==> src/rtl/dz_tx_scan.sv <==
// DZ-11 transmitter scanner: round-robins eight UART transmitters, parks on the first
// enabled-and-empty line, and turns a TDR write into a one-cycle load strobe for that line.
module dz_tx_scan #(
  parameter int unsigned HOLDOFF = 1
) (
  input  logic       clk,
  input  logic       rst,
  input  logic       clr,
  input  logic       csrMSE,
  input  logic [7:0] tcrLIN,
  input  logic [7:0] uartTXEMPTY,
  input  logic       tdrWRITE,
  input  logic [7:0] tdrDATA,
  output logic [7:0] uartTXLOAD,
  output logic [7:0] uartTXDATA,
  output logic       csrTRDY,
  output logic [2:0] csrTLINE
);

  localparam logic [3:0] HoldInit = 4'(HOLDOFF);

  typedef enum logic [1:0] {
    StScan,
    StReady,
    StHold
  } state_e;

  state_e     state_q, state_d;
  logic [2:0] ptr_q, ptr_d;
  logic       trdy_q, trdy_d;
  logic [2:0] tline_q, tline_d;
  logic [7:0] load_q, load_d;
  logic [7:0] data_q, data_d;
  logic [3:0] hold_q, hold_d;
  logic       wr_q;

  logic clear;
  logic wr;
  logic hit;

  assign clear = rst | clr;
  // Only the rising edge counts, so a held strobe produces a single load.
  assign wr    = tdrWRITE & ~wr_q;
  assign hit   = tcrLIN[ptr_q] & uartTXEMPTY[ptr_q];

  always_comb begin
    state_d = state_q;
    ptr_d   = ptr_q;
    trdy_d  = trdy_q;
    tline_d = tline_q;
    load_d  = '0;
    data_d  = data_q;
    hold_d  = hold_q;

    case (state_q)
      StScan: begin
        trdy_d = 1'b0;
        if (csrMSE) begin
          if (hit) begin
            state_d = StReady;
            tline_d = ptr_q;
            trdy_d  = 1'b1;
          end else begin
            ptr_d = ptr_q + 3'd1;
          end
        end
      end

      StReady: begin
        // A write beats a simultaneous enable drop.
        if (wr) begin
          load_d  = 8'd1 << tline_q;
          data_d  = tdrDATA;
          trdy_d  = 1'b0;
          hold_d  = HoldInit;
          state_d = StHold;
        end else if (!tcrLIN[tline_q] || !csrMSE) begin
          trdy_d  = 1'b0;
          ptr_d   = tline_q + 3'd1;
          state_d = StScan;
        end
      end

      StHold: begin
        // Give the UART time to drop TXEMPTY; restart after the loaded line.
        if (hold_q <= 4'd1) begin
          ptr_d   = tline_q + 3'd1;
          state_d = StScan;
        end else begin
          hold_d = hold_q - 4'd1;
        end
      end

      default: begin
        state_d = StScan;
        trdy_d  = 1'b0;
      end
    endcase
  end

  always_ff @(posedge clk) begin
    if (clear) begin
      state_q <= StScan;
      ptr_q   <= '0;
      trdy_q  <= 1'b0;
      tline_q <= '0;
      load_q  <= '0;
      data_q  <= '0;
      hold_q  <= '0;
      wr_q    <= 1'b0;
    end else begin
      state_q <= state_d;
      ptr_q   <= ptr_d;
      trdy_q  <= trdy_d;
      tline_q <= tline_d;
      load_q  <= load_d;
      data_q  <= data_d;
      hold_q  <= hold_d;
      wr_q    <= tdrWRITE;
    end
  end

  assign uartTXLOAD = load_q;
  assign uartTXDATA = data_q;
  assign csrTRDY    = trdy_q;
  assign csrTLINE   = tline_q;

  a_load_onehot0 : assert property (@(posedge clk) $onehot0(uartTXLOAD));
  a_load_not_ready : assert property (@(posedge clk) disable iff (clear)
    (uartTXLOAD != 8'd0) |-> !csrTRDY);

endmodule
==> config.mk <==
export PLATFORM = sky130hd
export DESIGN_NAME = dz_tx_scan
export DESIGN_NICKNAME = d
export VERILOG_FILES = /design/src/rtl/dz_tx_scan.sv
export SDC_FILE = /design/constraint.sdc
export NUM_CORES = 1
export LEC_CHECK = 0
export ABC_AREA = 1
export BUFFER_PORTS_ARGS = -buffer_cell sky130_fd_sc_hd__buf_2
export CAP_MARGIN = 10
export CORE_MARGIN = 1.5
export CORE_UTILIZATION = 53
export CTS_BUF_LIST = sky130_fd_sc_hd__clkbuf_16
export DETAILED_ROUTE_END_ITERATION = 10
export MAX_ROUTING_LAYER = met4
export PLACE_DENSITY = 0.83
export SLEW_MARGIN = 30
export SYNTH_ARGS = -nofsm -noshare
export SYNTH_HDL_FRONTEND = slang
export SYNTH_SLANG_ARGS = --single-unit
export TNS_END_PERCENT = 1
==> constraint.sdc <==
create_clock -name clk -period 4.2 [get_ports clk]
set_input_delay 1.05 -clock clk [delete_from_list [all_inputs] [get_ports clk]]
set_output_delay 1.05 -clock clk [all_outputs]
set_load 0.005 [all_outputs]
==> impl_results.md, run 1 <==
- Post-CTS Setup Inserts: 0
- Peak VDD IR: roughly 0.36 mV
- Clock Latency Late Sink: 270 ps
- Core area: between 0.002 and 0.003 sq mm
- WL met3: 180 um
- Final #Nets: around 290
- CTS Root Cell: clkbuf_16
- Design Power: 713.7 uW
- Highest Signal Layer: met4
- Setup crit end kind: output port
- Req. time, crit path: ~3200 ps
- Dominant synthesized flop cell: dfxtp_1
- Distinct cells, synth: 24
- Hold-fix buffers at CTS: 0
- Crit path buf inv count: 1
- TNS Setup: 0 ps
- DR vias: ~1500
- Family with the most delay on the worst path: flip-flops
- DRT met1 WL: 1495 um
- Synthesized Nets: between 200 and 250
- # port buffers: 48
- Initial antenna violation count: 0
- RSZ-0062 raised after global routing: no
- Synthesized area: 0.001476 sq mm
- Max Buffers Root-to-Sink: 2
- ANT cells: 0
- CTS resizes: 0
- Met2 wire len: 1627 um
- Relative slew slack: between 70% and 80%
- Largest net degree at the start of global routing: 15
- Fraction of registers with async set/reset: 0%
- Post-synth EDFFs: 0
- Synth Area per Inst: about 7.1 sq um
- Starting Density: 57.50%
- Post-DP HPWL: about 2400 um
- Fraction of layout cells with a size suffix above 1: 27.80%
- IO Pins: 49
- Routability congestion estimate from global placement: ~0.89
- Status: complete, no violations
- Drt wl/cell: 11.57 um
- Row cnt: 18
- Min cycle time layout: approximately 2000 ps
- Clk sinks: 30
- Vias in the first global route: approximately 1300
- Worst slew pin tran: around 360 ps
- Max Fanout on Critical Path: 10
- DR iter-0 viols: 39
- Cells after Synth: about 210
- WS Path Type: flip-flop to output port
- #FFs+latches synth: 30
- CTS tree: done
- DRT Pass-1 Iters: 4
- Cells along the critical path: buf_2
- Worst Hold Class: flip-flop to flip-flop
- Lkg Pwr: 0.0008654 uW
- YS warnings: 0
- Fin Clk Skew: ~1.4 ps
- First-pass GRT wire length: 5582 um
- Fill count: 210
- Maxcap violations: 0
- CP max stage cell: dfxtp_1
- Final hold violation count: 0
- Chip Width: 55.78 um
- Sequential share of the synthesized area: 40.68%
- Via density per instance: 5.076
- Fmax: roughly 500 MHz
- Worst Path Arrival: approximately 990 ps
- DRT antenna net count: 0
- Final Setup Violations: 0
- Die area: just over 0.003 sq mm
- DP Area: around 0.0017 sq mm
- PD cells: between 300 and 400 mW/mm^2
- Final period util: roughly half
- Largest stage delay, worst path: 530 ps
- Final wirelength: approximately 3300 um
- Floorplan die height: approximately 56 um
- H-tree depth: 2
- Post-route design area: about 0.0019 sq mm
- Clk slew on worst S/H paths: around 50 ps
- Area Overhead vs Synth: 26.69%
- DR DRC count: 0
- Total CTS buffers: 5
- Total GRT Usage: around a quarter
- Max Transition Viols Final: 0
- CP Launch Type: flip-flop
- Total gr overflow: 0
==> stage by stage <==
stage                     worst slack (ps)  std cells  hold slack (ps)  utilization [%]
after floorplan                       2281        207            444.6                -
after global placement                2013        281            453.5            67.50
after detailed placement              1946        281            455.7            67.50
after CTS                             2157        289            462.3            72.86
after global routing                  2060        289            479.5            72.86
final                                 2159        289            464.8            72.86
==> flip-flops by register name (all words and copies together) (netlist names) <==
register	cells
csrTLINE	3
csrTRDY	1
hold_q	4
ptr_q	3
state_q	2
uartTXDATA	8
uartTXLOAD	8
wr_q	1
==> Yosys cell counts (4+ instances only) <==
cell type,n,area share [%]
a21oi_1,16,5.4
dfxtp_1,30,41
ha_1,6,5.1
inv_1,20,5.1
inv_2,6,1.5
nand2_1,37,9.4
nand2_2,4,1.7
nand3_1,24,8.1
nand3_2,4,2.7
nand4_1,6,2.5
nor2_1,29,7.4
o21ai_0,5,1.7
o21ai_1,7,2.4
==> power breakdown <==
part / total, uW / internal (uW) / switching (uW)
registers: 299 / 291 / 8.03
logic: 86.0 / 34.3 / 51.7
clock network: 328 / 213 / 115
total: 714 / 539 / 175
==> layout make-up <==
cell class / count / area (sq um) / share of cell area [%]
multi-input combinational: 146 / 749.5 / 40.07
sequential: 30 / 600.6 / 32.11
clock buffer: 5 / 125.1 / 6.689
inverter: 26 / 97.59 / 5.217
clock inverter: 3 / 12.51 / 0.6689
timing repair buffer: 49 / 247.7 / 13.24
tap: 30 / 37.54 / 2.007
==> placed cells by master (no fill, tap or decap), drive strengths merged, types with 2 or more instances in the layout <==
| master | instances |
|---|---|
| a21oi | 16 |
| buf | 49 |
| inv | 27 |
| ha | 6 |
| nand2 | 42 |
| nand4 | 6 |
| clkinv | 2 |
| o21ai | 12 |
| nand3 | 28 |
| dfxtp | 30 |
| clkbuf | 5 |
| nor2 | 31 |
==> final timing paths <==
| kind | endpoint | slack, ps | from | depth (start not counted) |
|---|---|---|---|---|
| setup / recovery | csrTLINE[1] | 2160 | csrTLINE[1] | 1 |
| hold / removal | uartTXDATA[1] | 460 | uartTXDATA[1] | 2 |
| setup reg to reg | ptr_q[2] | 2430 | state_q[0] | 8 |
| hold reg to reg | uartTXDATA[1] | 460 | uartTXDATA[1] | 2 |
==> kinds of logic (layout without fill, tap and decap cells) <==
logic type / count (synthesis) / count (layout) / share of synthesized area [%]
DFF: 30 / 30 / 40.68
and+or+nand+nor: 108 / 108 / 34.15
AOI/OAI and AO/OA: 31 / 31 / 10.93
xor gates and xnor gates: 1 / 1 / 0.5933
adders and majority gates: 6 / 6 / 5.085
buffers and inverters: 31 / 83 / 8.559
==> layer usage <==
metal  global-route usage (%)  vias up
met5                        -        -
met3                    7.907        4
met1                    27.75      652
met2                    37.41       34
met4                    9.756        0
li1                         -      777
Note: power is estimated with default switching activity, not from simulation.
==> run 2: changes to the inputs <==
--- a/config.mk
+++ b/config.mk
@@ -9,11 +9,11 @@
 export BUFFER_PORTS_ARGS = -buffer_cell sky130_fd_sc_hd__buf_2
 export CAP_MARGIN = 10
 export CORE_MARGIN = 1.5
-export CORE_UTILIZATION = 53
+export CORE_UTILIZATION = 49
 export CTS_BUF_LIST = sky130_fd_sc_hd__clkbuf_16
 export DETAILED_ROUTE_END_ITERATION = 10
 export MAX_ROUTING_LAYER = met4
-export PLACE_DENSITY = 0.83
+export PLACE_DENSITY = 0.78
 export SLEW_MARGIN = 30
 export SYNTH_ARGS = -nofsm -noshare
 export SYNTH_HDL_FRONTEND = slang
==> constraint.sdc (replaced) <==
create_clock -name clk -period 2 [get_ports clk]
set_input_delay 0.5 -clock clk [delete_from_list [all_inputs] [get_ports clk]]
set_output_delay 0.5 -clock clk [all_outputs]
set_load 0.005 [all_outputs]
==> run 2 against run 1 <==
  * The run now ends with design-rule violations left
  * Register-to-register slack worse by 2100 ps
  * Clock power is 110% higher
  * Largest power group unchanged
  * Worst setup slack worse by 1900 ps
  * Via count rose by 0.34%
  * Highest routed layer unchanged
  * Routed wire length shrank 2.8%
  * Non-clock buffer count unchanged
  * Sequential cell count unchanged
==> impl_results.md, run 2 (same netlist as run 1, synthesis figures left out) <==
- Core area: 0.002805 sq mm (+9.3%)
- Largest stage delay, worst path: 340 ps (-190 ps)
- Worst r2r path cells: 9 (+1)
- Maxcap violations: 0 (unchanged)
- Setup crit end: ptr_q[0]
- Commonest non-fill, non-tap cell in the layout: buf_2
- M3 GR Usage: 6.920% (-0.99 points)
- P_sw: 366.7 uW (+110%)
- Switching Share: 24.49% (-0.057 points)
- DR vias: 1472 (+0.34%)
- Initial antenna violation count: 0 (unchanged)
- Clock Latency Late Sink: 270 ps (about the same)
- Violated checks: design-rule violations
- Max Fanout on Critical Path: 10 (unchanged)
- Most used routing layer: met2
- Routability congestion estimate from global placement: 0.8606 (-2.9%)
- Lkg Pwr: 0.0008654 uW (unchanged)
- DRT antenna net count: 0 (unchanged)
- Post-DP HPWL: 2432 um (-0.56%)
- Setup crit end kind: flip-flop
- H-tree depth: 2 (unchanged)
- Drt wl/cell: 11.20 um (-3.1%)
- CTS Root Cell: clkbuf_16
- Starting Density: 52.63% (-4.9 points)
- WS Path Type: flip-flop to flip-flop
- Row cnt: 19 (+1)
- Final hold violation count: 0 (unchanged)
- Fraction of layout cells with a size suffix above 1: 27.80% (unchanged)
- Min cycle time layout: between 1500 and 2000 ps
- ANT cells: 0 (unchanged)
- Vias in the first global route: 1355 (+3.1%)
- CTS resizes: 0 (unchanged)
- Flop pwr share: 41.9% (about the same)
- CP Launch Type: flip-flop
- Clk pwr share: 45.8% (-0.2 points)
- Final period util: approximately 85%
- Most frequent cells in the layout: buf_2 (48), nand2_1 (37), dfxtp_1 (30)
- Worst slew pin tran: 385.2 ps (+22.59 ps)
- Status: complete, but fails checks
- Fin Clk Skew: 3.730 ps (+2.281 ps)
- RR Endpoint: ptr_q[0]
- Total CTS buffers: 5 (unchanged)
- RR Startpoint: state_q[1]
- CTS tree: done
- DR DRC count: 4 (+4)
- Hold-fix buffers at CTS: 0 (unchanged)
- Clk slew on worst S/H paths: 50 ps (about the same)
- RSZ-0062 raised after global routing: no
- Max Buffers Root-to-Sink: 2 (unchanged)
- Peak VDD IR: 0.6520 mV (+80%)
- Cells along the critical path: inv_1, ha_1, nand2_2, o31ai_1, nor2_1, nand2_2, nor2_4, nor2_1, nor2_1
- CP max stage cell: dfxtp_1
- Met1 GRT Util: 28.21% (+0.47 points)
- # port buffers: 48 (unchanged)
- Max Transition Viols Final: 0 (unchanged)
- Final Setup Violations: 0 (unchanged)
- Floorplan die height: 57.89 um (+3.8%)
- Fmax: just under 600 MHz
- Final #Nets: 293 (unchanged)
- R2r setup slk: 310 ps (-2120 ps)
- Relative slew slack: 74.29% (-1.5 points)
- DRT Pass-1 Iters: 7 (+3)
- Req. time, crit path: 2210 ps (-940 ps)
- Chip Width: 57.89 um (+3.8%)
- Total gr overflow: 0 (unchanged)
- First-pass GRT wire length: 5713 um (+2.3%)
- Total GRT Usage: 22.83% (-0.91 points)
- Area Overhead vs Synth: 26.78% (about the same)
- Largest net degree at the start of global routing: 14 (-1)
- DR iter-0 viols: 53 (+36%)
- Via density per instance: 5.076 (about the same)
- P_int: 1131 uW (+110%)
- Post-CTS Setup Inserts: 0 (unchanged)
- CP Depth: 9 (+8)
- Die area: 0.003351 sq mm (+7.7%)
- M2 GR Usage: 34.25% (-3.2 points)
- Crit path buf inv count: 1 (unchanged)
- Clk sinks: 30 (unchanged)
- Final wirelength: 3249 um (-2.8%)
- Most frequent CP cell: nor2_1
- PD cells: 800.1 mW/mm^2 (+110%)
- Family with the most delay on the worst path: simple AND/OR/NAND/NOR gates
- IO Pins: 49 (unchanged)
- Comb power frac: 12.2% (about the same)
- Final Hold Slack: 458.4 ps (-6.463 ps)
- TNS Setup: 0 ps (unchanged)
- Worst Path Arrival: 1910 ps (+920 ps)
- Worst Setup SP: state_q[1]
- Worst Hold Class: flip-flop to flip-flop
## run 2: cell counts in the layout (fill, tap and decap cells not counted)
No cell type changed its count.
## run 2: how the worst min path moves through the flow
stage,start,endpoint,slack [ps],cells after the start
global route,tdrWRITE,wr_q,470,3
CTS,tdrWRITE,wr_q,460,3
detailed placement,uartTXDATA[1],uartTXDATA[1],450,2
floorplan,hold_q[3],hold_q[3],440,2
global placement,uartTXDATA[4],uartTXDATA[4],450,2
finish,uartTXDATA[1],uartTXDATA[1],460,2
## run 2: worst min-delay path, stage by stage, from the launching register on
cell	delay, ps
dfxtp_1	300
nand2_1	60
a21oi_1	50
## run 2: area by class of cell
type | instances | area (sq um)
Clock buffer | 5 | 125.1
Clock inverter | 3 | 12.51
Timing Repair Buffer | 49 | 247.7
Tap cell | 31 | 38.79
Fill cell | 264 | 933.4
Sequential cell | 30 | 600.6
Multi-Input combinational cell | 146 | 749.5
Inverter | 26 | 97.59
## run 2: stage by stage
| stage | std cells | util (%) | instance area [sq um] | power, uW | setup WS [ps] |
|---|---|---|---|---|---|
| floorplan | 207 | - | 1476 | 760.2 | 453.9 |
| global placement | 282 | 61.82 | 1734 | 815.9 | 314.8 |
| detailed placement | 282 | 61.82 | 1734 | 819.8 | 280.5 |
| CTS | 290 | 66.73 | 1872 | 1505 | 302.2 |
| global route | 290 | 66.73 | 1872 | 1568 | 139.0 |
| finish | 290 | 66.73 | 1872 | 1498 | 305.1 |
## run 2: routing by layer
metal	share of wire (%)	wire length [um]	vias up
met1	45	1452	646
met2	47	1543	38
li1	-	-	780
met5	0	0	-
met3	5.5	178	8
met4	2.3	74	0
## run 2: power by group through the flow
stage               Sequential, uW  Clock, uW  Combinational, uW
floorplan                      633          0                127
global placement               639          0                177
detailed placement             639          0                181
CTS                            627        694                184
global route                   629        729                210
finish                         628        687                183
==> run 3: changes to the inputs <==
==> constraint.sdc (replaced) <==
create_clock -name clk -period 1.6 [get_ports clk]
set_input_delay 0.4 -clock clk [delete_from_list [all_inputs] [get_ports clk]]
set_output_delay 0.4 -clock clk [all_outputs]
set_load 0.005 [all_outputs]
==> run 3 against run 2 <==
  * The flow still finishes with violations (design-rule violations)
  * First-iteration DRC count unchanged
  * Critical path type unchanged
  * Largest cell class unchanged
  * Critical path depth unchanged
  * Sequential power up 24%
  * Non-clock buffer count up 12
  * Highest routed layer unchanged
  * Worst setup slack worse by 270 ps
==> impl_results.md, run 3 (same netlist as run 1, synthesis figures left out) <==
- H-tree depth: 2 (unchanged)
- Via density per instance: 5.159 (+1.6%)
- Max Buffers Root-to-Sink: 2 (unchanged)
- Most frequent CP cell: nand2_1
- WS Path Type: flip-flop to flip-flop
- Status: complete, but fails checks
- Clock Latency Late Sink: 270 ps (about the same)
- CP max stage cell: dfxtp_1
- Floorplan die height: 57.89 um (unchanged)
- ANT cells: 0 (unchanged)
- Peak VDD IR: 0.6209 mV (-4.8%)
- First-pass GRT wire length: 5740 um (+0.47%)
- Vias in the first global route: 1371 (+1.2%)
- Req. time, crit path: 1760 ps (-450 ps)
- Total GRT Usage: 22.80% (-0.026 points)
- Most frequent cells in the layout: buf_2 (48), nand2_1 (37), dfxtp_1 (29)
- DR DRC count: 2 (-2)
- Starting Density: 52.63% (unchanged)
- Min cycle time layout: 1561 ps (-134.4 ps)
- Die area: 0.003351 sq mm (unchanged)
- Commonest non-fill, non-tap cell in the layout: buf_2
- Fin util: 71.50% (+4.8 points)
- Final #Nets: 305 (+4.1%)
- PD cells: 945.8 mW/mm^2 (+18%)
- Setup crit end kind: flip-flop
- Fill count: 226 (-14%)
- Pre-CTS WS: -56.92 ps (-337.5 ps)
- Largest stage delay, worst path: 340 ps (about the same)
- # port buffers: 48 (unchanged)
- DR vias: 1558 (+5.8%)
- Post-route design area: 0.002006 sq mm (+7.2%)
- Lkg Pwr: 0.0009136 uW (+5.6%)
- Cells along the critical path: inv_1, ha_4, nand2_1, o21ai_2, ha_2, xnor2_1, nand4_1, nand2_1, nor2_1
- DR iter-0 viols: 53 (unchanged)
- Final hold violation count: 0 (unchanged)
- CP Launch Type: flip-flop
- Row cnt: 19 (unchanged)
- Clk sinks: 30 (unchanged)
- Total gr overflow: 0 (unchanged)
- Final Setup Violations: 0 (unchanged)
- Hold-fix buffers at CTS: 0 (unchanged)
- Relative slew slack: 74.86% (+0.57 points)
- Max Fanout on Critical Path: 6 (-4)
- IO Pins: 49 (unchanged)
- Routability congestion estimate from global placement: 0.9232 (+7.3%)
- DRT Pass-1 Iters: 7 (unchanged)
- Core area: 0.002805 sq mm (unchanged)
- DP Area: 0.001794 sq mm (+3.5%)
- Fraction of layout cells with a size suffix above 1: 34.32% (+6.5 points)
- DRT antenna net count: 0 (unchanged)
- Total CTS buffers: 5 (unchanged)
- Maxcap violations: 0 (unchanged)
- Area Overhead vs Synth: 35.85%
- Fin Clk Skew: 4.482 ps (+0.7514 ps)
- Chip Width: 57.89 um (unchanged)
- Final period util: 97.54% (+13 points)
- Violated checks: design-rule violations
- Largest net degree at the start of global routing: 14 (unchanged)
- Worst Path Arrival: 1720 ps (-190 ps)
- Worst slew pin tran: 376.6 ps (-8.539 ps)
- Drt wl/cell: 12.08 um (+7.8%)
- Fmax: 640.8 MHz (+8.6%)
- Max Transition Viols Final: 0 (unchanged)
- RSZ-0062 raised after global routing: yes
- Initial antenna violation count: 0 (unchanged)
- Clk slew on worst S/H paths: 50 ps (about the same)
- Setup ws final: 39.44 ps (-265.6 ps)
- Post-DP HPWL: 2562 um (+5.3%)
- Final wirelength: 3647 um (+12%)
- CTS tree: done
- Worst Hold Class: input port to flip-flop
- Design Power: 1897 uW (+27%)
- CTS Root Cell: clkbuf_16
## run 3: power by group
part / switching (uW) / leakage [uW] / internal (uW)
combinational: 154 / 0.000604 / 111
clock: 294 / 0.0000663 / 556
sequential: 17.2 / 0.000243 / 763
total: 466 / 0.000914 / 1430
## run 3: critical path, delay by kind of cell, from the launching register on
kind                       cells  cell delay, ps
xor gates and xnor gates       1             110
buffers and inverters          1              90
adders and majority gates      2             510
and+or+nand+nor                4             300
AOI/OAI and AO/OA              1              80
DFF                            1             340
## run 3: final timing paths
| path | start | cells past startpoint | slack, ps | endpoint |
|---|---|---|---|---|
| setup / recovery | state_q[1] | 9 | 40 | ptr_q[2] |
| hold reg to reg | uartTXDATA[2] | 2 | 460 | uartTXDATA[2] |
| setup reg to reg | state_q[1] | 9 | 40 | ptr_q[2] |
| hold / removal | tdrWRITE | 3 | 360 | wr_q |
## run 3: area by class of cell
class,instances,area (sq um),area share [%]
Clock buffer,5,125.1,6.238
Inverter,26,101.3,5.053
Multi-Input combinational cell,146,783.3,39.05
Timing Repair Buffer,61,341.6,17.03
Tap cell,31,38.79,1.934
Clock inverter,3,11.26,0.5614
Sequential cell,30,604.3,30.13
## run 3: routing by layer
metal | vias up | share of wire [%] | GRT usage (%)
li1 | 802 | - | -
met1 | 711 | 43 | 27.17
met2 | 41 | 51 | 36.85
met3 | 4 | 4.6 | 6.920
met4 | 0 | 1.3 | 7.309
met5 | - | 0 | -
## run 3: per-stage QoR
stage | std cells | hold WS, ps | TNS (ps)
6_report | 302 | 360.1 | 0
5_1_grt | 302 | 379.4 | -128.9
4_1_cts | 298 | 361.1 | 0
3_5_place_dp | 290 | 455.9 | -90.44
3_3_place_gp | 290 | 450.3 | 0
2_1_floorplan | 207 | 444.6 | 0
## run 3: what timing repair did
item,in CTS,in global routing
pin swaps,0,2
setup endpoints to repair,2,22
setup buffers,0,4
gates resized for setup,1,14
